$ cat src/rtl/ddrx_ecc_err_pkg.sv
// Shared types for the ECC error tracker: scrub FSM encoding, beat classes
// and the saturating-increment helper used by every counter.
package ddrx_ecc_err_pkg;

  typedef enum logic [1:0] {
    ST_IDLE = 2'd0,
    ST_REQ  = 2'd1,
    ST_HOLD = 2'd2
  } scrub_state_t;

  localparam logic [1:0] BEAT_NONE = 2'd0;
  localparam logic [1:0] BEAT_SBE  = 2'd1;
  localparam logic [1:0] BEAT_DBE  = 2'd2;

  // Counters are at most 32 bits wide; callers zero-extend in and truncate out.
  function automatic logic [31:0] sat_inc(input logic [31:0] val, input int unsigned width);
    logic [31:0] max_val;
    max_val = (width >= 32) ? 32'hFFFF_FFFF : ((32'd1 << width) - 32'd1);
    return (val >= max_val) ? max_val : val + 32'd1;
  endfunction

endpackage

$ cat src/rtl/ddrx_ecc_scrub_fifo.sv
// Small synchronous address FIFO feeding the scrub request FSM.
// A push while full is accepted only when a pop happens in the same cycle.
module ddrx_ecc_scrub_fifo #(
  parameter int WIDTH = 32,
  parameter int DEPTH = 4
) (
  input  logic             ctl_clk,
  input  logic             ctl_reset_n,
  input  logic             push,
  input  logic [WIDTH-1:0] push_data,
  input  logic             pop,
  output logic [WIDTH-1:0] head,
  output logic             full,
  output logic             empty
);

  localparam int PTR_W = (DEPTH > 1) ? $clog2(DEPTH) : 1;

  logic [WIDTH-1:0] mem [DEPTH];
  logic [PTR_W-1:0] wr_ptr;
  logic [PTR_W-1:0] rd_ptr;
  logic [PTR_W:0]   count;
  logic             do_pop;
  logic             do_push;

  assign empty   = (count == '0);
  assign full    = (count == (PTR_W+1)'(DEPTH));
  assign head    = mem[rd_ptr];
  assign do_pop  = pop & ~empty;
  assign do_push = push & (~full | do_pop);

  always_ff @(posedge ctl_clk) begin
    if (do_push) begin
      mem[wr_ptr] <= push_data;
    end
  end

  // Pointers wrap naturally because DEPTH is a power of two.
  always_ff @(posedge ctl_clk or negedge ctl_reset_n) begin
    if (!ctl_reset_n) begin
      wr_ptr <= '0;
      rd_ptr <= '0;
      count  <= '0;
    end else begin
      if (do_push) wr_ptr <= wr_ptr + PTR_W'(1);
      if (do_pop)  rd_ptr <= rd_ptr + PTR_W'(1);
      case ({do_push, do_pop})
        2'b10:   count <= count + (PTR_W+1)'(1);
        2'b01:   count <= count - (PTR_W+1)'(1);
        default: count <= count;
      endcase
    end
  end

endmodule

$ cat src/rtl/ddrx_ecc_err_tracker.sv
// ECC error tracker: counts SBE/DBE beats, captures the worst error address,
// raises a sticky interrupt and issues scrub write-backs for corrected errors.
// Optional ECC_ERR_TRACKER_DEDUP_EN suppresses repeat pushes of the last address.
module ddrx_ecc_err_tracker
  import ddrx_ecc_err_pkg::*;
#(
  parameter int CFG_ADDR_WIDTH       = 32,
  parameter int CFG_ERR_CNT_WIDTH    = 8,
  parameter int CFG_SCRUB_FIFO_DEPTH = 4,
  parameter int CFG_SCRUB_HOLDOFF    = 3
) (
  input  logic                         ctl_clk,
  input  logic                         ctl_reset_n,
  input  logic                         cfg_enable_ecc,
  input  logic                         cfg_enable_intr,
  input  logic                         cfg_enable_auto_corr,
  input  logic                         cfg_clr_intr,
  input  logic                         cfg_clr_cnt,
  input  logic                         rd_valid,
  input  logic [CFG_ADDR_WIDTH-1:0]    rd_addr,
  input  logic                         err_corrected,
  input  logic                         err_detected,
  input  logic                         err_fatal,
  input  logic                         err_sbe,
  output logic [CFG_ERR_CNT_WIDTH-1:0] sbe_count,
  output logic [CFG_ERR_CNT_WIDTH-1:0] dbe_count,
  output logic [CFG_ERR_CNT_WIDTH-1:0] drop_count,
  output logic [CFG_ADDR_WIDTH-1:0]    err_addr,
  output logic                         err_addr_valid,
  output logic                         err_addr_is_dbe,
  output logic                         intr,
  output logic                         scrub_req,
  output logic [CFG_ADDR_WIDTH-1:0]    scrub_addr,
  input  logic                         scrub_ack,
  output logic                         scrub_busy
);

  localparam int HOLD_W = (CFG_SCRUB_HOLDOFF > 1) ? $clog2(CFG_SCRUB_HOLDOFF) : 1;
  localparam logic [HOLD_W-1:0] HOLD_INIT =
    HOLD_W'((CFG_SCRUB_HOLDOFF > 0) ? CFG_SCRUB_HOLDOFF - 1 : 0);

  logic [1:0]                beat_q;
  logic [CFG_ADDR_WIDTH-1:0] addr_q;
  logic                      any_flag;
  logic                      beat_sbe;
  logic                      beat_dbe;
  logic                      beat_err;
  logic                      held_valid;
  logic                      push_req;
  logic                      push_dup;
  logic                      push_drop;
  logic                      fifo_push;
  logic                      fifo_pop;
  logic                      fifo_full;
  logic                      fifo_empty;
  logic [CFG_ADDR_WIDTH-1:0] fifo_head;
  scrub_state_t              state;
  logic [HOLD_W-1:0]         hold_cnt;

  // err_detected alone never classifies a beat; it only keeps flag-less beats out.
  assign any_flag = err_detected | err_corrected | err_fatal;

  always_ff @(posedge ctl_clk or negedge ctl_reset_n) begin
    if (!ctl_reset_n) begin
      beat_q <= BEAT_NONE;
      addr_q <= '0;
    end else begin
      addr_q <= rd_addr;
      if (rd_valid && cfg_enable_ecc && any_flag) begin
        if (err_fatal)                    beat_q <= BEAT_DBE;
        else if (err_sbe && err_corrected) beat_q <= BEAT_SBE;
        else                              beat_q <= BEAT_NONE;
      end else begin
        beat_q <= BEAT_NONE;
      end
    end
  end

  assign beat_sbe   = (beat_q == BEAT_SBE);
  assign beat_dbe   = (beat_q == BEAT_DBE);
  assign beat_err   = beat_sbe | beat_dbe;
  assign held_valid = err_addr_valid & ~cfg_clr_intr;

  always_ff @(posedge ctl_clk or negedge ctl_reset_n) begin
    if (!ctl_reset_n) begin
      sbe_count  <= '0;
      dbe_count  <= '0;
      drop_count <= '0;
    end else if (cfg_clr_cnt) begin
      sbe_count  <= '0;
      dbe_count  <= '0;
      drop_count <= '0;
    end else begin
      if (beat_sbe)
        sbe_count <= CFG_ERR_CNT_WIDTH'(sat_inc(32'(sbe_count), CFG_ERR_CNT_WIDTH));
      if (beat_dbe)
        dbe_count <= CFG_ERR_CNT_WIDTH'(sat_inc(32'(dbe_count), CFG_ERR_CNT_WIDTH));
      if (push_drop)
        drop_count <= CFG_ERR_CNT_WIDTH'(sat_inc(32'(drop_count), CFG_ERR_CNT_WIDTH));
    end
  end

  // A fatal error may replace a held SBE capture; a clear in the same cycle loses to a new error.
  always_ff @(posedge ctl_clk or negedge ctl_reset_n) begin
    if (!ctl_reset_n) begin
      err_addr        <= '0;
      err_addr_valid  <= 1'b0;
      err_addr_is_dbe <= 1'b0;
      intr            <= 1'b0;
    end else begin
      if (beat_err && (!held_valid || (beat_dbe && !err_addr_is_dbe))) begin
        err_addr        <= addr_q;
        err_addr_valid  <= 1'b1;
        err_addr_is_dbe <= beat_dbe;
      end else if (cfg_clr_intr) begin
        err_addr_valid  <= 1'b0;
      end
      if (beat_err && cfg_enable_intr) intr <= 1'b1;
      else if (cfg_clr_intr)           intr <= 1'b0;
    end
  end

  assign push_req = beat_sbe & cfg_enable_auto_corr;

`ifdef ECC_ERR_TRACKER_DEDUP_EN
  logic [CFG_ADDR_WIDTH-1:0] last_addr;
  logic                      last_valid;

  assign push_dup = last_valid && (last_addr == addr_q);

  always_ff @(posedge ctl_clk or negedge ctl_reset_n) begin
    if (!ctl_reset_n) begin
      last_addr  <= '0;
      last_valid <= 1'b0;
    end else if (cfg_clr_cnt) begin
      last_valid <= 1'b0;
    end else if (fifo_push) begin
      last_addr  <= addr_q;
      last_valid <= 1'b1;
    end
  end
`else
  assign push_dup = 1'b0;
`endif

  assign fifo_pop  = (state == ST_IDLE) && !fifo_empty;
  assign fifo_push = push_req && !push_dup && (!fifo_full || fifo_pop);
  assign push_drop = push_req && !push_dup && fifo_full && !fifo_pop;

  ddrx_ecc_scrub_fifo #(
    .WIDTH (CFG_ADDR_WIDTH),
    .DEPTH (CFG_SCRUB_FIFO_DEPTH)
  ) u_scrub_fifo (
    .ctl_clk     (ctl_clk),
    .ctl_reset_n (ctl_reset_n),
    .push        (fifo_push),
    .push_data   (addr_q),
    .pop         (fifo_pop),
    .head        (fifo_head),
    .full        (fifo_full),
    .empty       (fifo_empty)
  );

  // HOLD spends exactly CFG_SCRUB_HOLDOFF cycles before IDLE may pop again.
  always_ff @(posedge ctl_clk or negedge ctl_reset_n) begin
    if (!ctl_reset_n) begin
      state      <= ST_IDLE;
      scrub_req  <= 1'b0;
      scrub_addr <= '0;
      hold_cnt   <= '0;
    end else begin
      case (state)
        ST_IDLE: begin
          if (!fifo_empty) begin
            state      <= ST_REQ;
            scrub_req  <= 1'b1;
            scrub_addr <= fifo_head;
          end
        end
        ST_REQ: begin
          if (scrub_ack) begin
            scrub_req <= 1'b0;
            if (CFG_SCRUB_HOLDOFF == 0) begin
              state <= ST_IDLE;
            end else begin
              state    <= ST_HOLD;
              hold_cnt <= HOLD_INIT;
            end
          end
        end
        ST_HOLD: begin
          if (hold_cnt == '0) state <= ST_IDLE;
          else                hold_cnt <= hold_cnt - HOLD_W'(1);
        end
        default: begin
          state     <= ST_IDLE;
          scrub_req <= 1'b0;
        end
      endcase
    end
  end

  assign scrub_busy = !fifo_empty || (state != ST_IDLE);

endmodule

$ cat config.mk
export PLATFORM = sky130hd
export DESIGN_NAME = ddrx_ecc_err_tracker
export DESIGN_NICKNAME = d
export VERILOG_FILES = /design/src/rtl/ddrx_ecc_err_pkg.sv /design/src/rtl/ddrx_ecc_scrub_fifo.sv /design/src/rtl/ddrx_ecc_err_tracker.sv
export SDC_FILE = /design/constraint.sdc
export NUM_CORES = 1
export LEC_CHECK = 0
export CAP_MARGIN = 20
export CORE_MARGIN = 2
export CORE_UTILIZATION = 25
export CTS_CLUSTER_DIAMETER = 80
export CTS_CLUSTER_SIZE = 28
export DETAILED_ROUTE_END_ITERATION = 6
export GPL_ROUTABILITY_DRIVEN = 0
export REMOVE_ABC_BUFFERS = 1
export SYNTH_ARGS = -nofsm -noshare
export SYNTH_HDL_FRONTEND = slang
export SYNTH_SLANG_ARGS = --single-unit
$ cat constraint.sdc
create_clock -name ctl_clk -period 4.3 [get_ports ctl_clk]
set_clock_uncertainty 0.15 [all_clocks]
set_input_delay 0.86 -clock ctl_clk [delete_from_list [all_inputs] [get_ports ctl_clk]]
set_output_delay 0.86 -clock ctl_clk [all_outputs]
set_load 0.005 [all_outputs]
* Yosys cells after proc, flatten, opt, wreduce, memory -nomap -nowiden
Memories as Yosys holds them, arrays and structs flattened. A register that Yosys moved wholly into a read port is not among the register bits.
Cells that the tools add are included.
** Word-level totals
- Bits in registers :: 105
- RAM bits :: 128
- Logic and storage cells :: 111
- Memories kept :: 1
** Memories
- u_scrub_fifo.mem :: depth 4, bits a word 32, rd ports 1, clocked after Yosys merged registers in 1, wr ports 1, line ddrx_ecc_scrub_fifo.sv:19 : logic [WIDTH-1:0] mem [DEPTH];
** Operators by class
- Add/subtract/negate cells :: 8
- $lt $le $gt $ge :: 3
- Equality and inequality tests :: 11
- Mux-type cells :: 27
- Bitwise logic cells :: 12
- Reduce and logical (&&, ||, !) cells :: 34
** Operator list (number)
- two-way mux 8 bit :: 9
- adder 8 x 1 -> 8 bit (second input constant) :: 3
- greater-or-equal comparator 8 bit (second input constant) :: 3
- nonzero test 2 bit :: 8
- two-way mux 2 bit :: 6
- logical AND 1 bit :: 10
- AND reduction 3 bit :: 3
- two-way mux 1 bit :: 8
- inequality test 2 bit (second input constant) :: 4
- equality test 2 x 1 -> 1 bit (second input constant) :: 3
- equality test 2 bit (second input constant) :: 3
- zero test 1 bit :: 6
- case mux 2 bit (3 select lines) :: 1
- case mux 3 bit (2 select lines) :: 1
- adder 2 x 1 -> 2 bit (second input constant) :: 2
- bitwise AND 1 bit :: 4
- zero test 2 bit :: 2
- NOT 1 bit :: 4
- bitwise OR 1 bit :: 4
- case mux 2 bit (2 select lines) :: 1
- adder 3 x 1 -> 3 bit (second input constant) :: 1
- equality test 3 bit (second input constant) :: 1
- zero test 3 bit :: 1
- logical OR 1 bit :: 3
- 4 further kinds :: 4

* Logic depth before layout (Yosys ltp)
- Depth after elaboration :: 8
- Depth in mapped cells :: 11

* Hierarchy
A second synthesis with hierarchy kept.
** Unflattened totals
- Cells, all modules :: 574
- Area total of the unflattened synthesis :: 10088.4 um2
** Modules (own cells, without submodules)
- ddrx_ecc_scrub_fifo :: instances 1, cells each 222, area an instance 5128.7 um2, seq. area each 4018.9 um2
- ddrx_ecc_err_tracker :: instances 1, cells each 352, area an instance 4959.8 um2, seq. area each 3253.1 um2

* Least setup slack after synthesis
OpenSTA, ideal clock, no wires.
- Path type :: in2reg
- Start :: input port cfg_enable_auto_corr
- End :: memory u_scrub_fifo.mem[0][0] (enable)
- Library setup time :: 0.392 ns
- Data arrival time :: 2.103 ns
- Slack :: 1.655 ns
- Stages on the path :: 3
- Path buffers :: 0
- Path through :: nand2_1 -> nor2_1 -> and2_1
** Between the ends
- Word-level cells in the longest chain between the ends :: 5
** Ends and longest elaborated chain
- from (decl) :: line ddrx_ecc_err_tracker.sv:16 : input logic cfg_enable_auto_corr,
- bitwise AND 1 bit :: line ddrx_ecc_err_tracker.sv:123 : assign push_req = beat_sbe & cfg_enable_auto_corr;
- logical AND 1 bit :: line ddrx_ecc_err_tracker.sv:147 : assign fifo_push = push_req && !push_dup && (!fifo_full || fifo_pop);
- bitwise AND 1 bit :: line ddrx_ecc_scrub_fifo.sv:30 : assign do_push = push & (~full | do_pop);
- two-way mux 1 bit :: line ddrx_ecc_scrub_fifo.sv:33 : if (do_push) begin
- two-way mux 1 bit (not written as such) :: line ddrx_ecc_scrub_fifo.sv:34 : mem[wr_ptr] <= push_data;
- to (decl) :: line ddrx_ecc_scrub_fifo.sv:19
Every way passes these cells.

* Final worst setup path
- Start :: register u_scrub_fifo.count[1]
- End :: output port scrub_busy
** Between the ends
- Word-level cells in the longest chain between the ends :: 3
** Ends and longest elaborated chain
- from (decl) :: line ddrx_ecc_scrub_fifo.sv:22 : logic [PTR_W:0] count;
- from (signal assigned) :: line ddrx_ecc_scrub_fifo.sv:48 : 2'b10: count <= count + (PTR_W+1)'(1);
- from (signal assigned) :: line ddrx_ecc_scrub_fifo.sv:49 : 2'b01: count <= count - (PTR_W+1)'(1);
- from (signal assigned) :: line ddrx_ecc_scrub_fifo.sv:50 : default: count <= count;
- zero test 3 bit :: line ddrx_ecc_scrub_fifo.sv:26 : assign empty = (count == '0);
- zero test 1 bit :: line ddrx_ecc_err_tracker.sv:203 : assign scrub_busy = !fifo_empty || (state != ST_IDLE);
- logical OR 1 bit :: line ddrx_ecc_err_tracker.sv:203
- to (decl) :: line ddrx_ecc_err_tracker.sv:35 : output logic scrub_busy
Every way passes these cells.

==> impl_metrics.toml <==
[timing]
max_freq_mhz = 325
tightestPinTransition_ns = 0.915
max-slew-margin-rel_pct = 39.0
final_max_slew_viol_count = 0
setup_slack_ns = 1.22
final.setup.tns_ns = 0
period_minus_slack_ns = 3.08
hold_viol = 0
rsz0062_at_grt = "no"
setup_viol = 0
fin_crit_sh_pct = 71.5

[setup_path]
rr_endpoint = "u_scrub_fifo.mem[3][29]$_DFFE_PP_"
cp_max_fo = 5
cp-start-kind = "flip-flop"
worstSetupPathType = "reg2out"
reg2reg_depth = 6
crit_arrival_ns = 2.07
endpoint_kind = "output port"
cp_slowest_cell = "nor3_1"
required_ns = 3.29
cp-endpoint = "scrub_busy"
rr_startpoint = "beat_q[1]$_DFF_PN0_"
r2r_slack_ns = 1.50
slowest_delay_ns = 0.53
crit_start = "u_scrub_fifo.count[1]$_DFFE_PN0P_"
worstPathCellList = "nor3_1 -> nand2_1 -> clkdlybuf4s50_1"

[power]
clockPowerShare_pct = 27.2
fin_total_pwr_w = 0.00689
ir_drop_uv = 226
p_int_w = 0.00497
p_sw_w = 0.00192
seq_power_share_pct = 48.1
p_leak_nw = 4.61
power.density_nw_per_um2 = 545
switching_share_pct = 27.9
combinationalPowerShare_pct = 24.7

[floorplan]
io_pins = 138
die-height_um = 204
die_w_um = 204
core_um2 = 39500
fp-row-count = 73
dieArea_um2 = 41400
initial_utilization_pct = 25.2

[global_route]
grt_util_met1_pct = 13.4
antenna_found_initial = 1
grt_pass1_wl_mm = 32.3
first_global_vias = 5496
use_met3_pct = 3.12
grt_max_degree = 84
track_usage_pct = 10.1
met2_usage_pct = 16.3
top_usage_layer = "met2"
grt_overflow = 0

[synth]
synth_edf_count = 128
async_flop_share_pct = 51.7
synth_cell_types = 47
ys_seq_area_share_pct = 73.1
syn_inst = 560
syn_area_um2 = 9950
avgSynthCellArea_um2 = 17.8
ys_ff_latch = 265
ys_warn_count = 0
synth-main-ff-cell = "dfrtp_1"

[placed_design]
pre_cts_slack_ns = 0.920
dp_hpwl_mm = 12.9
portBuffers = 136

[cts]
cts_made_buffers = 19
clock-sinks = 265
cts_root_buffer = "clkbuf_16"
clock_path_buffers = 3
hold_buffers = 0
ctsHtreeMaxLevel = 1
post_cts_buffers = 0
cts_resized = 0
cts_tree = "built"
clkLatencyLatePin_ns = 0.52
clkSlewWorstSetupHoldPaths_ns = 0.10

[drt]
detail-route-antenna-nets = 0
vias_per_cell = 4.25
wirelength_mm = 20.6
drc_errors = 0
vias = 5301
drtPass1Iterations = 4
drt_iter0_markers = 208
wl_per_cell_um = 16.5

[cells_and_area]
fillers = 3919
layout-drive-gt1-share_pct = 21.5
fin_nets = 765
area_growth_pct = 27.0
multiInputGateArea_um2 = 2540
regArea_um2 = 7270
layout_common_cells = "dfrtp_1 (135), clkdlybuf4s50_1 (135), edfxtp_1 (128)"

[flow_run]
max_cap_violations = 0

[min_path]
hold_path_class = "in2async"

[outcome]
status = "finished clean"
[area by class of cell]
class | instances | area share, %
diodes | 1 | 0.0198
repair buffers | 148 | 11.6
multi-input cells | 257 | 20.1
flip-flops and latches | 265 | 57.6
well taps | 525 | 5.20
clock inverters | 13 | 1.22
inverters | 17 | 0.505
clock buffers | 20 | 3.79
[synthesized netlist by cell type, types with 2 or more instances]
| master | instances | area share (%) |
|---|---|---|
| mux4_2 | 32 | 7.2 |
| o21ai_1 | 2 | 0.10 |
| a311oi_1 | 4 | 0.35 |
| nand2_1 | 14 | 0.53 |
| a211oi_1 | 3 | 0.23 |
| o2bb2ai_1 | 2 | 0.18 |
| clkbuf_1 | 6 | 0.23 |
| nor4_1 | 2 | 0.13 |
| nand4_1 | 3 | 0.19 |
| nor2b_1 | 2 | 0.13 |
| o21bai_1 | 2 | 0.15 |
| a31oi_1 | 5 | 0.31 |
| and2_1 | 5 | 0.31 |
| mux2i_1 | 3 | 0.30 |
| nor3_1 | 8 | 0.40 |
| xnor2_1 | 3 | 0.26 |
| buf_2 | 14 | 0.70 |
| dfrtp_1 | 137 | 34 |
| nor3b_1 | 2 | 0.15 |
| nand2b_1 | 2 | 0.13 |
| and3_1 | 4 | 0.25 |
| nand3_1 | 13 | 0.65 |
| edfxtp_1 | 128 | 39 |
| a21oi_1 | 11 | 0.55 |
| a22o_1 | 4 | 0.35 |
| ha_1 | 11 | 1.4 |
| nor2_1 | 22 | 0.83 |
| xor2_1 | 3 | 0.26 |
| o21ai_0 | 9 | 0.45 |
| a21o_1 | 3 | 0.23 |
| and4_1 | 4 | 0.35 |
| mux2_2 | 66 | 7.5 |
| inv_1 | 17 | 0.64 |
[worst min path at each step]
stage	startpoint	end	slack [ns]	cells after the start
after floorplan	addr_q[0]$_DFF_PN0_	u_scrub_fifo.mem[0][0]$_DFFE_PP_	0.32	0
after global placement	err_addr[17]$_DFFE_PN0P_	err_addr[17]$_DFFE_PN0P_	0.34	1
after detailed placement	intr$_DFFE_PN0P_	intr$_DFFE_PN0P_	0.34	1
after CTS	ctl_reset_n	err_addr[9]$_DFFE_PN0P_	0.16	1
after global routing	ctl_reset_n	err_addr[9]$_DFFE_PN0P_	0.18	1
final	ctl_reset_n	scrub_addr[19]$_DFFE_PN0N_	0.16	1
[stage by stage]
step	cells	hold slack (ns)	instance area, um2	util (%)
final	1246	0.160	12600	31.9
after global routing	1245	0.179	12600	31.9
after CTS	1245	0.162	12600	31.9
after detailed placement	1212	0.337	12000	30.3
after global placement	1212	0.340	12000	30.3
after floorplan	539	0.321	9850	-
[power groups by stage]
stage          combinational, W  sequential, W  clock, W
2_1_floorplan          0.000898        0.00333         0
3_3_place_gp            0.00173        0.00338         0
3_5_place_dp            0.00175        0.00339         0
4_1_cts                 0.00176        0.00334   0.00196
5_1_grt                 0.00187        0.00338   0.00204
6_report                0.00170        0.00331   0.00187
[flip-flops by register name, summed over array words and instances, names as in the netlist, 2 cells and up]
register	count
addr_q	32
err_addr	32
scrub_addr	32
hold_cnt	2
u_scrub_fifo.count	3
drop_count	8
beat_q	2
sbe_count	8
u_scrub_fifo.mem	128
state	2
u_scrub_fifo.wr_ptr	2
dbe_count	8
u_scrub_fifo.rd_ptr	2
[worst max-delay path: cells and delay by family, from the launching register on]
| family | cells | cell delay [ns] |
|---|---|---|
| buffers and inverters | 1 | 0.50 |
| DFF | 1 | 0.43 |
| and+or+nand+nor | 2 | 0.62 |
[routing by layer]
layer,vias up,share of wire (%)
met4,0,1.7
met3,23,6.4
met1,2727,44
met5,-,0
met2,143,47
li1,2408,-
[logic make-up (layout without fill, tap and decap cells)]
group           after synthesis  count (layout)  share of synthesized area, %
simple gates                 88              88                          4.79
fa+ha+maj                    12              12                          1.58
mux                         101             101                          15.0
other cells                   0               1                             0
buf+inv                      38             198                          1.68
compound gates               50              50                          3.32
flops                       265             265                          73.1
xor+xnor                      6               6                         0.528
(Power assumes the default switching activity.)
